[config.mk]
export PLATFORM = sky130hd
export DESIGN_NAME = pipeline_sequencer
export DESIGN_NICKNAME = d
export VERILOG_FILES = /design/src/rtl/pipeline_sequencer.sv
export SDC_FILE = /design/constraint.sdc
export NUM_CORES = 1
export LEC_CHECK = 0
export CAP_MARGIN = 40
export CORE_AREA = 2 2 39 41
export DETAILED_ROUTE_END_ITERATION = 8
export DIE_AREA = 0 0 41 43
export SLEW_MARGIN = 20
export SYNTH_ARGS = -nofsm -noshare
export SYNTH_HDL_FRONTEND = slang
export SYNTH_SLANG_ARGS = --single-unit
export TNS_END_PERCENT = 20
[constraint.sdc]
create_clock -name CLK -period 1.18 [get_ports CLK]
set_clock_uncertainty 0.1 [all_clocks]
set_input_delay 0.177 -clock CLK [delete_from_list [all_inputs] [get_ports CLK]]
set_output_delay 0.177 -clock CLK [all_outputs]
set_load 0.05 [all_outputs]
[src/rtl/pipeline_sequencer.sv]
// pipeline_sequencer: central stall/flush sequencer and halt-drain FSM.
// Ports: CLK, nRST (async active-low); ihit, dhit, dmemREN_mem, dmemWEN_mem,
//   loaduse, jump_dc, mispredict_mem, halt_mem in; freeze[3:0], flush[3:0],
//   pc_en, halted out (latch bits: 0 IF/ID, 1 ID/EX, 2 EX/MEM, 3 MEM/WB).
//   Optional PIPELINE_SEQ_PERF_CNT_EN adds stall_cycles/flush_events [31:0].
module pipeline_sequencer (
    input  logic       CLK,
    input  logic       nRST,
    input  logic       ihit,
    input  logic       dhit,
    input  logic       dmemREN_mem,
    input  logic       dmemWEN_mem,
    input  logic       loaduse,
    input  logic       jump_dc,
    input  logic       mispredict_mem,
    input  logic       halt_mem,
    output logic [3:0] freeze,
    output logic [3:0] flush,
    output logic       pc_en,
    output logic       halted
`ifdef PIPELINE_SEQ_PERF_CNT_EN
    ,
    output logic [31:0] stall_cycles,
    output logic [31:0] flush_events
`endif
);

    typedef enum logic [1:0] {
        RUN    = 2'b00,
        DRAIN  = 2'b01,
        HALTED = 2'b10
    } state_t;

    state_t state, next_state;
    logic   dstall;

    assign dstall = (dmemREN_mem | dmemWEN_mem) & ~dhit;

    always_ff @(posedge CLK or negedge nRST) begin
        if (!nRST) state <= RUN;
        else       state <= next_state;
    end

    always_comb begin
        next_state = state;
        freeze     = 4'b0000;
        flush      = 4'b0000;
        pc_en      = 1'b0;
        halted     = 1'b0;
        unique case (state)
            RUN: begin
                if (dstall) begin
                    // MEM/WB is bubbled so the stalled access is not retired twice
                    freeze = 4'b0111;
                    flush  = 4'b1000;
                end else if (halt_mem) begin
                    flush      = 4'b0111;
                    next_state = DRAIN;
                end else if (mispredict_mem) begin
                    flush = 4'b0111;
                    pc_en = 1'b1;
                end else if (loaduse) begin
                    freeze = 4'b0001;
                    flush  = 4'b0010;
                end else if (jump_dc) begin
                    flush = 4'b0001;
                    pc_en = ihit;
                end else if (!ihit) begin
                    flush = 4'b0001;
                end else begin
                    pc_en = 1'b1;
                end
            end
            DRAIN: begin
                // MEM/WB is left alone so the last instruction writes back
                flush      = 4'b0111;
                next_state = HALTED;
            end
            HALTED: begin
                freeze = 4'b1111;
                halted = 1'b1;
            end
            default: next_state = RUN;
        endcase
        // reset overrides outputs combinationally, released as soon as nRST rises
        if (!nRST) begin
            next_state = RUN;
            freeze     = 4'b0000;
            flush      = 4'b1111;
            pc_en      = 1'b0;
            halted     = 1'b0;
        end
    end

`ifdef PIPELINE_SEQ_PERF_CNT_EN
    always_ff @(posedge CLK or negedge nRST) begin
        if (!nRST) begin
            stall_cycles <= 32'd0;
            flush_events <= 32'd0;
        end else if (state == RUN) begin
            if (!pc_en && stall_cycles != 32'hFFFF_FFFF)
                stall_cycles <= stall_cycles + 32'd1;
            if ((|flush) && flush_events != 32'hFFFF_FFFF)
                flush_events <= flush_events + 32'd1;
        end
    end
`endif

endmodule

==> out/qor.txt <==
status: finished, violations left
failing checks: negative setup slack
Initial Util: 18.1%
Final setup viols: 10
Hold Crit Class: in2reg
Top Layer Used: met3
Crit Path Class: in2out
drt pass-1 iters: 4
post-synthesis cell type count: 20
final setup margin: -0.367 ns
Slew @ Worst Pin: 0.265 ns
switching power: 244 uW
hpwl dp: 554 um
CTS buffer count: 3
layout cell share with drive strength beyond 1: 70.8%
Routed met1 length: 286 um
Vias/cell: 4.11
logic gate share of total power: 64.1%
total track usage: 11.1%
Post-layout nets: 77
crit path DAT: 1.27 ns
synthesized netlist cell count: 29
met2 routed WL: 403 um
CTS max path bufs: 2
mux contribution to synthesized area: 0%
simple logic cell fraction of the synthesized area: 38.0%
H-tree levels: 1
number of cell rows: 14
max FFs per register: 2
final hold vios: 0
Syn Nets: 39
TritonCTS Sinks: 2
GPL Wtd Cong: 0.691
Worst setup endpoint: pc_en
Synth Area in Compound Gates: 28.0%
I/O pins: 20
CTS tree: built
wire length on met3: 47 um
PD cells: 822 nW/um^2
Design Area, Final: 778 sq um
core area: 1380 sq um
Final period util: 131%
CP endpoint kind: output pin
Clock Pin Slew Worst Setup and Hold Paths: 0.03 ns
Initial DRC Count: 2
count of port buffers added during placement: 19
initial antenna violation count: 0
final wirelength: 738 um
post-place setup slack: -0.497 ns
Worst Hold Slack: 0.442 ns
CP required: 0.90 ns
vias in the first global route: 344
register area share after synthesis: 20.0%
GRT overflow: 0
crit-path max FO: 3
beginning of the critical path: loaduse
switching share of power: 38.1%
post-synthesis adder-cell area fraction: 0%
largest family of logic cells by synthesized area: simple AND/OR/NAND/NOR gates
Clk pwr share: 23.9%
yosys warns: 0
antenna-violating nets left: 0
multi-input logic area: 259 sq um
routed via count: 333
largest net degree at the start of global routing: 5
R2R Setup Slk: 0.03 ns
register area: 50.0 sq um
most common cell after layout, fill and taps aside: buf_4
worst rel slew slack: 82.2%
R2R Path End: state[1]$_DFFE_PN0P_
post-DR wirelength/cell: 9.11 um
FF-to-FF path depth: 4
Placed Instance Area: 658 sq um
biggest regs: state: 2 flops
fmax: 0.646 GHz
largest reg by FF count: state
Maximum Capacitance Violations: 0
Reg power frac: 12.0%
CTS root buffer: clkbuf_4
Die Span Y: 43 um
n_diodes: 0
Area Growth Syn to Fin: 211%
fillcell total: 120
leakage: 0.000340 uW
xor and xnor area share after synthesis: 3.50%
critical path launch point type: primary input
DR DRC count: 0
crit path time final: 1.55 ns
Die W: 41 um
Int Power: 396 uW
#FFs+latches synth: 2
commonest cells after routing, fill and taps aside: buf_4 (13), buf_12 (10), clkdlybuf4s50_1 (5)
fin. max-slew vios: 0
DIE AREA: 1760 sq um
RR Startpoint: state[1]$_DFFE_PN0P_
Mapped Area: 250 sq um
RSZ-0062 raised after global routing: yes
first-pass GRT wire length: 1340 um
latest clock arrival within the worst-skew pair: 0.23 ns
synthesized area per cell: 8.63 sq um
worst vdd ir: 0.499 mV
==> area by class of cell <==
cell class / count / area share [%]
repair buffers: 35 / 53.4
multi-input cells: 22 / 33.3
flip-flops and latches: 2 / 6.43
clock buffers: 3 / 2.89
well taps: 16 / 2.57
inverters: 3 / 1.45
==> Yosys cell counts (all sizes together) <==
cell type	number	area share, %
o31ai	1	3.0
dfrtp	2	20
nor3	2	6.0
buf	2	6.0
o21bai	1	7.5
o21ai	3	6.0
nor2	3	4.5
and2	2	5.0
nand2	2	6.0
a21boi	2	7.5
inv	3	4.5
a21oi	2	4.0
nor4	1	8.5
xor2	1	3.5
nand2b	2	8.0
==> how the worst min path moves through the flow <==
stage,slack [ns],start,end,depth (start not counted)
after floorplan,-0.22,nRST,state[0]$_DFFE_PN0P_,0
after global placement,0.47,nRST,state[1]$_DFFE_PN0P_,2
after detailed placement,0.47,nRST,state[1]$_DFFE_PN0P_,2
after CTS,0.44,nRST,state[1]$_DFFE_PN0P_,3
after global routing,0.46,nRST,state[1]$_DFFE_PN0P_,3
final,0.44,nRST,state[1]$_DFFE_PN0P_,3
==> cell families after synthesis <==
kind of cell / count (synthesis)
flops: 2
compound gates: 9
simple gates: 12
buf+inv: 5
xor+xnor: 1
==> stage by stage <==
stage | cells | total power (uW) | utilization (%) | TNS (ns)
floorplan | 29 | 260 | - | -1.97
global placement | 72 | 442 | 47.6 | -4.04
detailed placement | 72 | 443 | 47.6 | -4.09
CTS | 81 | 649 | 56.1 | -3.33
global route | 81 | 678 | 56.2 | -3.72
finish | 81 | 639 | 56.2 | -3.20
==> power groups by stage <==
stage	clock network, uW	registers, uW	logic, uW
2_1_floorplan	0	79.4	181
6_report	153	76.5	410
4_1_cts	163	76.3	411
5_1_grt	170	76.9	431
3_3_place_gp	0	76.7	365
3_5_place_dp	0	77.1	366
==> per-layer routing <==
layer / track usage (%) / up-vias
met3: 5.24 / 0
met5: 0 / -
met2: 16.6 / 11
met1: 13.5 / 151
met4: 4.00 / 0
li1: - / 171
==> repair_timing <==
item / 4_1_cts / 5_1_grt
gates cloned: 0 / 0
resized for setup: 13 / 1
buffers inserted: 5 / 0
setup endpoints to repair: 10 / 10
hold buffers: 1 / 0
endpoints found under the hold margin: 2 / 0
pin swaps: 8 / 4
==> critical path: stages <==
cell and delay, ns:
clkdlybuf4s50_1 0.57, inv_1 0.08, a21oi_1 0.23, nor4_4 0.07
buf_12 0.15
Note: power is estimated with default switching activity, not from simulation.
==> RTL edit (config.mk and constraints unchanged) <==
The 3 states of `state_t` get a one-hot encoding in 3 bits.
--- a/src/rtl/pipeline_sequencer.sv
+++ b/src/rtl/pipeline_sequencer.sv
@@ -25,10 +25,10 @@
 `endif
 );
 
-    typedef enum logic [1:0] {
-        RUN    = 2'b00,
-        DRAIN  = 2'b01,
-        HALTED = 2'b10
+    typedef enum logic [2:0] {
+        RUN    = 3'b001,
+        DRAIN  = 3'b010,
+        HALTED = 3'b100
     } state_t;
 
     state_t state, next_state;
Behaviour: no difference found for any inputs over 10 cycles, from zero or initial values and one cycle with nRST low; not proved beyond that.
==> RTL edit against the unedited design <==
The run still ends with negative setup slack left; clock power rose by 18%; sequential cell count rose by 1; via count rose by 24%; core utilization rose by 4.3 points; non-clock buffer count fell by 2; routed wire length rose by 35%; sequential power rose by 50%; cell count rose by 9.9%; area after synthesis rose by 35%; cell area rose by 7.7%; setup slack got worse by 0.31 ns; power rose by 3.3%.
==> RTL edit: results (changes against the unedited design) <==
Status
  • Status: finished, violations left (unchanged)
  • Failing checks: negative setup slack (unchanged)

STA
  • Final TNS setup: -6.14 ns (was -3.20 ns)
  • Final WS setup: -0.678 ns (was -0.367 ns)
  • Final setup fails: 13 (was 10)

Finish
  • Area Growth Syn to Fin: 147% (was 211%)
  • Fillers: 118 (was 120)
  • Non-clk invs: 4 (was 3)
  • Clock buffer cells: 4 (was 3)
  • Final nets: 84 (was 77)
  • Fraction of layout cells with a size suffix above 1: 0.589 (was 0.708)
  • NonClk Buf Share: 0.470 (was 0.534)
  • Area occupied by multi-input gates: 304 um^2 (was 259 um^2)
  • Largest regs: state x3 (was state x2)
  • Sequential cell count: 3 (was 2)
  • Multi-input combinational cell count: 29 (was 22)
  • Clock-cell share: 0.0313 (was 0.0289)

Setup path
  • Data arrival, critical path: 1.58 ns (was 1.27 ns)
  • Reg2reg path depth: 6 (was 4)
  • Crit path max-delay family: simple AND/OR/NAND/NOR gates (was buffers and inverters)

Clocking
  • CTS resizes: 9 (was 13)
  • CTS hold repair buffers: 0 (was 1)
  • Post-CTS Repair Setup Buffers: 1 (was 5)

Detailed routing
  • DR WL met3: 32 um (was 47 um)
  • Final wirelength: 998 um (was 738 um)
  • Vias/cell: 4.64 (was 4.11)

Global routing
  • First-pass GRT wire length: 1620 um (was 1340 um)
  • GRT met3 Usage: 0.0628 (was 0.0524)
  • M2 GR Usage: 0.209 (was 0.166)
  • Pin count of the biggest net entering global routing: 10 (was 5)

Power and ir drop
  • Pleak: 0.385 nW (was 0.340 nW)

Yosys
  • Syn nets: 49 (was 39)
  • Mean area per synthesized cell: 8.69 um^2 (was 8.63 um^2)

Placement
  • Global placement routability congestion: 0.796 (was 0.691)
  • DP Worst Slack: -0.516 ns (was -0.497 ns)
RTL edit: path summary, 6_finish.rpt:
kind / startpoint / slack, ns / end
setup / recovery: state[0]$_DFFE_PN1P_ / -0.68 / pc_en
hold / removal: nRST / 0.25 / state[1]$_DFFE_PN0P_
setup reg to reg: state[0]$_DFFE_PN1P_ / -0.27 / state[1]$_DFFE_PN0P_
hold reg to reg: state[0]$_DFFE_PN1P_ / 0.65 / state[0]$_DFFE_PN1P_
max in group asynchronous: nRST / 0.52 / state[0]$_DFFE_PN1P_
min in group CLK: dmemREN_mem / 0.49 / state[1]$_DFFE_PN0P_
RTL edit: kinds of logic after synthesis:
family,count (synthesis)
AO/OA/AOI/OAI,14
XOR/XNOR,1
flip-flops,3
AND/OR/NAND/NOR,14
buffers and inverters,7
RTL edit: where the power goes:
group / internal [mW] / leakage [nW] / switching, mW
registers: 0.110 / 0.0380 / 0.00457
logic: 0.187 / 0.332 / 0.179
clock network: 0.127 / 0.0150 / 0.0534
